## src/rtl/init_sweep_ctrl.sv

```systemverilog
// Sweeps initial values start_val..end_val (modulo 2^W) through an external
// gene network, tallying how many settle to a fixed point versus a cycle.
module init_sweep_ctrl #(
  parameter int W  = 8,
  parameter int CW = W + 1
) (
  input  logic          clk,
  input  logic          rst_n,
  input  logic          start,
  input  logic          abort,
  input  logic [W-1:0]  start_val,
  input  logic [W-1:0]  end_val,
  input  logic          fixed,
  input  logic          cycle,
  output logic [W-1:0]  init_val,
  output logic          load,
  output logic          busy,
  output logic          done,
  output logic [CW-1:0] fixed_cnt,
  output logic [CW-1:0] cycle_cnt
);

  typedef enum logic [1:0] {IDLE, LOAD, WAIT, DONE} state_t;

  state_t        state_reg, state_next;
  logic [W-1:0]  init_val_reg, init_val_next;
  logic [W-1:0]  end_reg, end_next;
  logic [CW-1:0] fixed_cnt_reg, fixed_cnt_next;
  logic [CW-1:0] cycle_cnt_reg, cycle_cnt_next;
  logic          load_reg, load_next;
  logic          busy_reg, busy_next;
  logic          done_reg, done_next;

  always_ff @(posedge clk or negedge rst_n) begin
    if (!rst_n) begin
      state_reg     <= IDLE;
      init_val_reg  <= '0;
      end_reg       <= '0;
      fixed_cnt_reg <= '0;
      cycle_cnt_reg <= '0;
      load_reg      <= 1'b0;
      busy_reg      <= 1'b0;
      done_reg      <= 1'b0;
    end else begin
      state_reg     <= state_next;
      init_val_reg  <= init_val_next;
      end_reg       <= end_next;
      fixed_cnt_reg <= fixed_cnt_next;
      cycle_cnt_reg <= cycle_cnt_next;
      load_reg      <= load_next;
      busy_reg      <= busy_next;
      done_reg      <= done_next;
    end
  end

  always_comb begin
    state_next     = state_reg;
    init_val_next  = init_val_reg;
    end_next       = end_reg;
    fixed_cnt_next = fixed_cnt_reg;
    cycle_cnt_next = cycle_cnt_reg;

    case (state_reg)
      IDLE: begin
        // abort is meaningless here, so start wins even when both are high
        if (start) begin
          state_next     = LOAD;
          init_val_next  = start_val;
          end_next       = end_val;
          fixed_cnt_next = '0;
          cycle_cnt_next = '0;
        end
      end
      LOAD: begin
        state_next = abort ? IDLE : WAIT;
      end
      WAIT: begin
        if (abort) begin
          state_next = IDLE;
        end else if (fixed || cycle) begin
          if (fixed) fixed_cnt_next = fixed_cnt_reg + CW'(1);
          else       cycle_cnt_next = cycle_cnt_reg + CW'(1);
          if (init_val_reg == end_reg) begin
            state_next = DONE;
          end else begin
            init_val_next = init_val_reg + W'(1);
            state_next    = LOAD;
          end
        end
      end
      DONE: begin
        state_next = IDLE;
      end
      default: begin
        state_next = IDLE;
      end
    endcase
  end

  // Flags are derived from the upcoming state so they register in step with it
  always_comb begin
    load_next = (state_next == LOAD);
    busy_next = (state_next != IDLE);
    done_next = (state_next == DONE);
  end

  assign init_val  = init_val_reg;
  assign load      = load_reg;
  assign busy      = busy_reg;
  assign done      = done_reg;
  assign fixed_cnt = fixed_cnt_reg;
  assign cycle_cnt = cycle_cnt_reg;

endmodule

```

## config.mk

```make
export PLATFORM = sky130hd
export DESIGN_NAME = init_sweep_ctrl
export DESIGN_NICKNAME = d
export VERILOG_FILES = /design/src/rtl/init_sweep_ctrl.sv
export SDC_FILE = /design/constraint.sdc
export NUM_CORES = 1
export LEC_CHECK = 0
export BUFFER_PORTS_ARGS = -buffer_cell sky130_fd_sc_hd__clkbuf_2
export CORE_ASPECT_RATIO = 0.7
export CORE_MARGIN = 5
export CORE_UTILIZATION = 43
export CTS_BUF_LIST = sky130_fd_sc_hd__clkbuf_8
export DETAILED_ROUTE_END_ITERATION = 8
export PLACE_DENSITY = 0.67
export SYNTH_ARGS = -nofsm -noshare
export SYNTH_HDL_FRONTEND = slang
export SYNTH_SLANG_ARGS = --single-unit
```

## constraint.sdc

```tcl
create_clock -name clk -period 4 [get_ports clk]
set_input_delay 0.6 -clock clk [delete_from_list [all_inputs] [get_ports clk]]
set_output_delay 0.6 -clock clk [all_outputs]
set_load 0.02 [all_outputs]
```

==> results.cfg <==
[power_and_ir_drop]
power.density_nw_per_um2 = 464
power.switching_mw = 0.408
p_comb_share_pct = 28.3
p_sw_share_pct = 36.7
vdd.ir_drop.worst_v = 0.000143
internal-power_mw = 0.703
p_seq_share_pct = 48.7
total_leakage_power_nw = 1.15
pwr-share-clk_pct = 23.0

[worst_setup_path]
cp-start-kind = register
critPathRequiredTime_ps = 4180
r2r_end = init_val[3]
critPathKind = register to register
arrival_ps = 2330
reg2reg_slack_ps = 1850
rr_worst_depth = 4
worstSetupEndpointType = register
crit_fanout = 15
r2r-start = state_reg[0]

[synth]
yosys-top-cells-area = dfrtp_1 (48%), nand2_1 (6.4%), xnor2_1 (5.6%)
synth_top_cell_area_share_pct = 47.7
muxShareOfSynthArea_pct = 0.978
synth_area_um2 = 2050
synthAdderAreaFrac_pct = 1.83
syn_inst = 217
synth_compound_area_share_pct = 14.5
synth_top_family_by_area = simple AND/OR/NAND/NOR gates
synth_edf_count = 0
synth-seq-cells = 39
synthDistinctLibCells = 41
synthSimpleGateAreaFrac_pct = 22.2
yosys.area.top_type = dfrtp_1
syn_avg_cell_area_um2 = 9.43
synth_warnings = 0
synth_ff_type = dfrtp_1
async_flop_share_pct = 100
seq_area_frac_synth_pct = 47.7
synth-xor-area-share_pct = 8.56
synth_top_cells_by_count = dfrtp_1 (39), nand2_1 (35), nor2_1 (27)
synth_nets = 242
yosysMostFrequentCell = dfrtp_1

[clocking]
post-cts-setup-buffer-count = 0
clk_path_buf_depth = 2
h-tree-depth = 2
postCtsHoldBufs = 0
root_buffer = clkbuf_8
clkTransAtPathRegs_ps = 70
numCtsBuffers = 5
cts_tree = built
clock_sinks = 39
clkLatencyLatePin_ps = 290
ctsResizeCount = 0

[floorplanning]
die_x_um = 92.5
io_pins = 51
core_um2 = 4700
dieArea_um2 = 6260
die_h_um = 67.7
rows = 21
start_util_pct = 43.5

[grt]
grt_max_degree = 40
grt_pass1_vias = 1564
antenna_found_initial = 0
gr-usage-all-layers_pct = 15.3
overflow = 0
grt_pass1_wl_um = 7470

[sta]
relSlewSlack_pct = 30.8
fmax_mhz = 465
fin_crit_sh_pct = 53.8
finalClockSkew_ps = 7.46
tns_ps = 0
rsz0062_at_grt = no
tightest_slew_ps = 1040
maxSlewViolCount = 0
period_needed_ps = 2150
setup_viol = 0
finalHoldViolCount = 0

[route]
antenna_left = 0
routedWlPerCell_um = 14.3
vias_per_cell = 5.30
wl_um = 4610
dr_total_vias = 1713
drt_iter0_markers = 141
drc_errors = 0
first_pass_iters = 4

[layout]
final_layout_size_suffix_gt1_share_pct = 24.4
fillerInstances = 446
instances_no_fill = 323
n_antenna_cell = 0
nets = 290
areaGrowthSynthToFinish_pct = 16.9

[placement]
place_hpwl_um = 3360
dpl.cell_count = 315
io_buffers = 50
finalWeightedCongestion = 0.840

[worst_hold_path]
hold_class = input port to asynchronous set/reset pin

[flow_run]
timing.max_cap.violations = 0

[status]
status = completed
[cells in the final DEF (no fill, tap or decap), types with 2 or more instances in the layout]
cell	count
and3_1	3
clkbuf_2	50
or3_1	2
mux2i_1	2
nand2b_1	3
nor2_1	27
o2bb2ai_1	2
nand3_1	6
o22a_1	5
clkinv_2	3
ha_1	3
clkbuf_8	5
nor3_1	5
dfrtp_1	39
a21oi_1	8
xor2_1	7
inv_1	5
a2111oi_2	2
a21o_1	2
o21ai_0	7
xnor2_1	13
a211oi_1	2
nand2_1	35
nor2b_1	2
a31oi_1	5
or2_1	2
nand4_1	5
[per-layer routing]
metal	GRT usage, %	routed length (um)	up-vias
li1	-	-	843
met1	23.2	2290	795
met2	20.5	1920	64
met3	4.34	307	11
met4	5.37	89	0
met5	0	0	-
[cell families (layout without fill, tap and decap cells)]
logic type                 Yosys count  in the layout
AOI/OAI and AO/OA                   41             41
xor gates and xnor gates            20             20
adders and majority gates            3              3
buffers and inverters               15             64
DFF                                 39             39
muxes                                2              2
and+or+nand+nor                     97             97
[final cells by class]
class / count / area [um2] / share of cell area, %
Inverter: 5 / 18.8 / 0.785
Multi-Input combinational cell: 163 / 985 / 41.2
Timing Repair Buffer: 51 / 258 / 10.8
Tap cell: 57 / 71.3 / 2.98
Sequential cell: 39 / 976 / 40.8
Clock inverter: 3 / 15.0 / 0.628
Clock buffer: 5 / 68.8 / 2.88
[worst max path at each step]
stage                 startpoint          end  cells after the start
floorplan                  start  init_val[5]                      9
global placement           start  init_val[6]                      6
detailed placement         start  init_val[4]                      6
CTS                 state_reg[0]  init_val[3]                      4
global route        state_reg[0]  init_val[3]                      4
finish              state_reg[0]  init_val[3]                      4
[power groups by stage]
stage | clock (mW) | combinational [mW] | sequential (mW)
final | 0.255 | 0.314 | 0.541
after global routing | 0.286 | 0.346 | 0.554
after CTS | 0.261 | 0.317 | 0.541
after detailed placement | 0 | 0.315 | 0.548
after global placement | 0 | 0.312 | 0.548
after floorplan | 0 | 0.199 | 0.564
[stage by stage]
stage | setup WS, ps | hold slack, ps | total power [mW] | instance area, um2 | utilization [%]
5_1_grt | 1730 | 497 | 1.18 | 2390 | 50.9
2_1_floorplan | 2000 | 304 | 0.763 | 2050 | -
4_1_cts | 1870 | 485 | 1.12 | 2390 | 50.9
6_report | 1850 | 446 | 1.11 | 2390 | 50.9
3_3_place_gp | 1860 | 484 | 0.861 | 2310 | 49.1
3_5_place_dp | 1830 | 486 | 0.863 | 2310 | 49.1
[worst max-delay path, cell delays in order, from the launching register on]
cell and delay, ps:
dfrtp_1 520, nand2b_1 470, o21a_1 410, or2_1 390, o22a_1 250
Power figures use the tool's default switching activity.
